File: src/rtl/seq_detector_param.sv
// Programmable serial bit-pattern detector with valid qualification and a saturating match counter.
// Optional macro SEQ_DET_MOORE_OUT_EN registers y one cycle after the final pattern bit.
module seq_detector_param #(
   parameter int               PAT_W       = 8,
   parameter logic [PAT_W-1:0] DEF_PATTERN = PAT_W'(8'b0000_1101),
   parameter int               DEF_LEN     = 4,
   parameter bit               OVERLAP     = 1'b1,
   parameter int               CNT_W       = 8,
   localparam int              LEN_W       = $clog2(PAT_W + 1)
) (
   input  logic             clk,
   input  logic             reset,
   input  logic             x_valid,
   input  logic             x,
   input  logic             pat_load,
   input  logic [PAT_W-1:0] pat_in,
   input  logic [LEN_W-1:0] len_in,
   input  logic             cnt_clr,
   output logic             y,
   output logic [CNT_W-1:0] match_cnt,
   output logic             cfg_err
);

   logic [PAT_W-1:0] r_pat;
   logic [LEN_W-1:0] r_len;
   logic [PAT_W-2:0] r_hist;
   logic [LEN_W-1:0] r_fill;
   logic [CNT_W-1:0] r_cnt;
   logic             r_cfg_err;

   logic [PAT_W-1:0] w_win;
   logic [PAT_W-1:0] w_mask;
   logic             w_pat_hit;
   logic             w_fill_ok;
   logic             w_match;
   logic             w_len_ok;

   assign w_win = {r_hist, x};

   always_comb begin
      w_mask = '0;
      for (int unsigned i = 0; i < PAT_W; i++) begin
         w_mask[i] = (i < r_len);
      end
   end

   // r_len is never 0, so len-1 cannot wrap
   assign w_pat_hit = (((w_win ^ r_pat) & w_mask) == '0);
   assign w_fill_ok = (r_fill >= (r_len - 1'b1));
   assign w_match   = x_valid & ~pat_load & ~reset & w_fill_ok & w_pat_hit;
   assign w_len_ok  = (len_in != '0) && (len_in <= LEN_W'(PAT_W));

   always_ff @(posedge clk) begin
      if (reset) begin
         r_pat     <= DEF_PATTERN;
         r_len     <= LEN_W'(DEF_LEN);
         r_hist    <= '0;
         r_fill    <= '0;
         r_cnt     <= '0;
         r_cfg_err <= 1'b0;
      end else begin
         r_cfg_err <= 1'b0;
         if (pat_load) begin
            r_fill <= '0;
            if (w_len_ok) begin
               r_pat <= pat_in;
               r_len <= len_in;
            end else begin
               r_cfg_err <= 1'b1;
            end
         end else if (x_valid) begin
            r_hist <= w_win[PAT_W-2:0];
            if (w_match && !OVERLAP) begin
               r_fill <= '0;
            end else if (r_fill < LEN_W'(PAT_W)) begin
               r_fill <= r_fill + 1'b1;
            end
         end
         // clear has priority over a same-cycle match
         if (cnt_clr) begin
            r_cnt <= '0;
         end else if (w_match && (r_cnt != '1)) begin
            r_cnt <= r_cnt + 1'b1;
         end
      end
   end

`ifdef SEQ_DET_MOORE_OUT_EN
   logic r_y;

   always_ff @(posedge clk) begin
      if (reset) begin
         r_y <= 1'b0;
      end else begin
         r_y <= w_match;
      end
   end

   // a reset cycle masks a pending registered pulse
   assign y = r_y & ~reset;
`else
   assign y = w_match;
`endif

   assign match_cnt = r_cnt;
   assign cfg_err   = r_cfg_err;

endmodule

File: config.mk
export PLATFORM = sky130hd
export DESIGN_NAME = seq_detector_param
export DESIGN_NICKNAME = d
export VERILOG_FILES = /design/src/rtl/seq_detector_param.sv
export SDC_FILE = /design/constraint.sdc
export NUM_CORES = 1
export LEC_CHECK = 0
export BUFFER_PORTS_ARGS = -buffer_cell sky130_fd_sc_hd__buf_2
export CORE_MARGIN = 1
export CORE_UTILIZATION = 40
export DETAILED_ROUTE_END_ITERATION = 7
export PLACE_DENSITY_LB_ADDON = 0.2
export SLEW_MARGIN = 20
export SYNTH_ARGS = -nofsm -noshare
export SYNTH_HDL_FRONTEND = slang
export SYNTH_SLANG_ARGS = --single-unit
File: constraint.sdc
create_clock -name clk -period 3.54 [get_ports clk]
set_clock_uncertainty 0.15 [all_clocks]
set_input_delay 0.177 -clock clk [delete_from_list [all_inputs] [get_ports clk]]
set_output_delay 0.177 -clock clk [all_outputs]
set_load 0.005 [all_outputs]
=== After elaboration in Yosys (flattened, before gate mapping) ===
Cells that the tools add are included.

* Input port bits: 18
* Bits in read-only memories: 0
* Word-level logic and storage cells: 40
* Bits in latches: 0
* Output and inout bits: 10
* Bits in writable memories: 0
* Memories kept: 0
* Flip-flop bits (word level): 32

* Multiplexer cells: 1
* Add/sub/neg operators: 3
* Multiply operators: 0
* Divide/modulo/power cells: 0
* $lt $le $gt $ge: 11
* Equal/unequal tests: 1
* Bitwise operators: 8
* Reductions and logical operators: 10
* Shifts and indexed selects: 0

{| class="wikitable"
|+ Operators by type and width
! cell !! count
|-
| $lt 3x4->1 const A || 4
|-
| $add 8x1->8 const B || 1
|-
| $and 8x8->8 || 1
|-
| $logic_not 8->1 || 1
|-
| $lt 1x4->1 const A || 2
|-
| $lt 2x4->1 const A || 2
|-
| $ne 8x8->1 const B || 1
|-
| $xor 8x8->8 || 1
|-
| $reduce_and 2->1 || 3
|-
| $reduce_or 2->1 || 3
|-
| $add 4x1->4 const B || 1
|-
| $and 1x1->1 || 4
|-
| $ge 4x4->1 || 1
|-
| $le 4x4->1 const B || 1
|-
| $lt 4x4->1 const B || 1
|-
| $reduce_bool 4->1 || 1
|-
| $sub 4x1->4 const B || 1
|-
| $logic_and 1x1->1 || 2
|-
| $not 1->1 || 2
|-
| $mux 1 || 1
|}

=== Logic depth before layout (Yosys ltp) ===
* Word-level depth: 6
* Gate-level depth with buffers: 11
* Mapped depth without buffers: 11

=== Worst setup path before layout ===
No wires, ideal clock.

* Kind: register to register
* From: reg r_len[0]
* To: reg r_cnt[7], in the netlist match_cnt[7]
* Setup slack: 1.167 ns
* Data arrival time: 2.088 ns
* Required time: 3.255 ns
* Setup time: 0.135 ns
* Cell stages (with the launch flop): 11
* Clock period less this slack: 2.373 ns
* Path buffers: 0
* Path through: dfxtp_1 inv_1 ha_1 xnor2_1 ha_1 o21ai_0 a211o_1 nor3_2 nand3_2 o311ai_0 o41ai_1

* Cells in the longest elaborated chain, start to end: 5
* Elaborated cells between the ends (all ways): 15
* Classes of those cells: 1 x add/sub; 9 x order compare; 3 x bitwise; 2 x reduce/logical

{| class="wikitable"
|+ RTL lines
! element !! RTL line !! text
|-
| from (decl) || 25 || <nowiki>logic [LEN_W-1:0] r_len;</nowiki>
|-
| from (signal assigned) || 56 || <nowiki>r_len <= LEN_W'(DEF_LEN);</nowiki>
|-
| from (signal assigned) || 67 || <nowiki>r_len <= len_in;</nowiki>
|-
| $sub 4x1->4, or another cell as far along || 49 || <nowiki>assign w_fill_ok = (r_fill >= (r_len - 1'b1));</nowiki>
|-
| $ge 4x4->1 or $and 8x8->8 (tied branches) || 49, 48 ||
|-
| $and 1x1->1 or $logic_not 8->1 (tied branches) || 50, 48 ||
|-
| $and 1x1->1 * || 50 || <nowiki>assign w_match = x_valid & ~pat_load & ~reset & w_fill_ok & w_pat_hit;</nowiki>
|-
| $logic_and 1x1->1 * || 82 || <nowiki>end else if (w_match && (r_cnt != '1)) begin</nowiki>
|-
| to (signal assigned) || 83 || <nowiki>r_cnt <= r_cnt + 1'b1;</nowiki>
|-
| to (decl) || 28 || <nowiki>logic [CNT_W-1:0] r_cnt;</nowiki>
|}

Every way passes the cells marked *; elsewhere a longest branch is shown, timed or not.
A chain may end at the register's enable or synchronous reset.

=== Worst setup path in the final report ===
* From: reg r_len[0]
* To: out y

* Cells in the longest elaborated chain, start to end: 4
* Elaborated cells between the ends (all ways): 14
* Classes of those cells: 1 x add/sub; 9 x order compare; 3 x bitwise; 1 x reduce/logical

{| class="wikitable"
|+ RTL lines
! element !! RTL line !! text
|-
| $sub 4x1->4, or another cell as far along || 49 ||
|-
| $ge 4x4->1 or $and 8x8->8 (tied branches) || 49, 48 ||
|-
| $and 1x1->1 or $logic_not 8->1 (tied branches) || 50, 48 ||
|-
| $and 1x1->1 * || 50 ||
|-
| to (decl) || 19 || <nowiki>output logic y,</nowiki>
|}

Marked as above.

==> results.json <==
{
  "outcome": "finished, final reports clean",
  "syn_area_per_cell_um2": 8.79,
  "min-delay-start": "len_in[1]",
  "grt_start_max_net_pins": 30,
  "required_ns": 3.21,
  "grtUsageTotal": 0.174,
  "num_rows": 22,
  "fp.dieH_um": 66.1,
  "area_growth_pct": 20.5,
  "grt_first_pass_wirelength_um": 5760,
  "clk_latency_ns": 0.28,
  "gp_congestion": 0.903,
  "io_pins": 28,
  "num_antenna_cells": 0,
  "root_buffer": "clkbuf_8",
  "r2r_start": "r_len[0]$_SDFFE_PP0P_",
  "crit_path_end_kind": "output port",
  "ys_ff_latch": 32,
  "nNetsFinal": 245,
  "cts_htree_levels": 2,
  "hold_class": "in -> reg",
  "worstPathArrival_ns": 2.41,
  "fmax_ghz": 0.366,
  "syn-cell-area_um2": 1640,
  "synth_warnings": 0,
  "critical_path_class": "reg -> out",
  "holdBufCountCts": 7,
  "wl_per_cell_um": 12.4,
  "synth.top_cells.by_area": "dfxtp_1, ha_1, mux2i_1",
  "core_um2": 3800,
  "cts_made_buffers": 5,
  "wl_um": 3310,
  "crit_path_start_kind": "register",
  "ys_top_cells_by_count": "dfxtp_1, nand2_1, a21oi_1",
  "hold_violations": 0,
  "num_vias": 1394,
  "drive_gt1_frac": 0.187,
  "drt_iter0_markers": 77,
  "synth-simple-area-share": 0.208,
  "synth_cell_types": 38,
  "synth_xor_area_frac": 0.0693,
  "route.detailed.drc": 0,
  "synth.largest_area_cell": "dfxtp_1",
  "hold_end": "r_len[1]$_SDFFE_PP0P_",
  "regToRegSetupSlack_ns": 0.96,
  "slew_viol_final": 0,
  "grt_pass1_vias": 1307,
  "die_w_um": 66.1,
  "dpl.hpwl_um": 2430,
  "cts_setup_buffers": 0,
  "async_reset_ff_frac": 0,
  "critPathMostFrequentCell": "ha_1",
  "leakage_nw": 0.870,
  "cts.sinks": 32,
  "dpl-instance-area_um2": 1780,
  "cts_resized": 0,
  "fin_setup_tns_ns": 0,
  "synthAdderAreaFrac": 0.0685,
  "seq_area_frac_synth": 0.390,
  "synth_top_area_frac": 0.390,
  "fillers": 373,
  "tightest_slew_ns": 0.573,
  "muxShareOfSynthArea": 0.0670,
  "die_area_um2": 4370,
  "ant_nets": 0,
  "start_util": 0.433,
  "hold-path-cell-count": 3,
  "antenna_found_initial": 0,
  "fin_crit_ns": 2.73,
  "rsz0062_at_grt": "no",
  "synthMostInstantiatedCell": "dfxtp_1",
  "fin_area_um2": 1980,
  "maxSlewHeadroom": 0.617,
  "synthFlopType": "dfxtp_1",
  "period_share": 0.772,
  "maxCapViolCount": 0,
  "grt.overflow.total": 0,
  "vias_per_cell": 5.22,
  "ir_worst_vdd_mv": 0.303,
  "worstPathCellList": "inv_1, ha_1, xnor2_1, ha_1, o21ai_0, a211o_1, nor3_2, nand3_2, inv_2, buf_2",
  "clk_path_buf_depth": 2,
  "clkTransAtPathRegs_ns": 0.07,
  "pwr_density_cell_nw_per_um2": 427,
  "cts_tree": "done",
  "synthCells": 187,
  "cp_slowest_cell": "dfxtp_1",
  "synth_top_family_by_area": "simple AND/OR/NAND/NOR gates",
  "dr.pass1.iters": 4,
  "rr_worst_depth": 10,
  "r2r_end": "match_cnt[7]$_SDFFE_PP0P_",
  "setup-violations-final": 0,
  "path_max_fanout": 8,
  "synth_compound_area_frac": 0.146,
  "synth_edf_count": 0,
  "cpPeakStageDelay_ns": 0.41,
  "port_buffers": 27,
  "syn-num-nets": 214
}
-- cells by family after synthesis --
group,count (synthesis)
XOR/XNOR,13
AO/OA/AOI/OAI,35
adder cells (fa/ha/maj),9
buffers and inverters,18
AND/OR/NAND/NOR,69
multiplexers,11
flip-flops,32
-- power by group --
group          internal [mW]  total, mW  leakage [nW]  switching (mW)
registers              0.371      0.380         0.260         0.00986
clock network          0.248      0.381        0.0645           0.133
logic                 0.0421     0.0843         0.545          0.0422
-- state kept, by name, indices dropped and copies added (netlist names) --
signal	count
match_cnt	8
r_len	4
r_fill	4
r_pat	8
cfg_err	1
r_hist	7
-- stage by stage --
| stage | total power [mW] | hold WS (ns) | cells | util | worst slack [ns] |
|---|---|---|---|---|---|
| global placement | 0.465 | 0.260 | 252 | 0.470 | 1.08 |
| finish | 0.846 | 0.0114 | 267 | 0.521 | 0.806 |
| detailed placement | 0.467 | 0.272 | 252 | 0.470 | 0.963 |
| global route | 0.887 | 0.0260 | 267 | 0.521 | 0.629 |
| CTS | 0.858 | 0.00318 | 267 | 0.521 | 0.801 |
| floorplan | 0.447 | 0.156 | 187 | - | 1.17 |
-- routing by layer --
metal	wire [um]	up-vias	GRT usage
li1	-	722	-
met1	1520	642	0.207
met2	1630	26	0.298
met3	112	4	0.0414
met4	42	0	0.0718
met5	0	-	0
-- critical path: cells and delay by family (launching register included) --
family,cells,cell delay [ns]
compound gates,2,0.38
xor+xnor,1,0.14
fa+ha+maj,2,0.52
buf+inv,3,0.39
flops,1,0.41
simple gates,2,0.29
-- worst max-delay path by stage --
stage | from | endpoint | cells past startpoint
6_report | r_len[0]$_SDFFE_PP0P_ | y | 10
4_1_cts | r_len[0]$_SDFFE_PP0P_ | y | 10
5_1_grt | r_len[0]$_SDFFE_PP0P_ | y | 10
2_1_floorplan | r_len[0]$_SDFFE_PP0P_ | match_cnt[7]$_SDFFE_PP0P_ | 10
3_5_place_dp | r_len[0]$_SDFFE_PP0P_ | match_cnt[7]$_SDFFE_PP0P_ | 10
3_3_place_gp | r_len[0]$_SDFFE_PP0P_ | match_cnt[7]$_SDFFE_PP0P_ | 10
-- area by class of cell --
cell class | count | area (um^2) | share of cell area
multi-input cells | 137 | 918 | 0.464
flip-flops and latches | 32 | 641 | 0.323
repair buffers | 34 | 205 | 0.104
clock buffers | 7 | 96.3 | 0.0486
well taps | 48 | 60.1 | 0.0303
clock inverters | 1 | 30.0 | 0.0152
inverters | 8 | 30.0 | 0.0152
-- layout by cell type (no fill, tap or decap), drive strengths merged --
cell type / count
a2111oi: 1
a211o: 4
a21o: 1
a21oi: 13
a22oi: 1
a311oi: 1
a31oi: 1
a41o: 2
a41oi: 2
and3: 6
and4: 1
buf: 27
bufinv: 1
clkbuf: 7
dfxtp: 32
dlygate4sd3: 7
ha: 9
inv: 8
mux2i: 11
nand2: 24
nand2b: 3
nand3: 4
nand4: 1
nor2: 11
nor2b: 2
nor3: 10
nor3b: 2
o21ai: 6
o221a: 1
o311ai: 1
o41ai: 1
or2: 1
or3: 4
xnor2: 11
xor2: 2
Note: power is estimated with default switching activity, not from simulation.
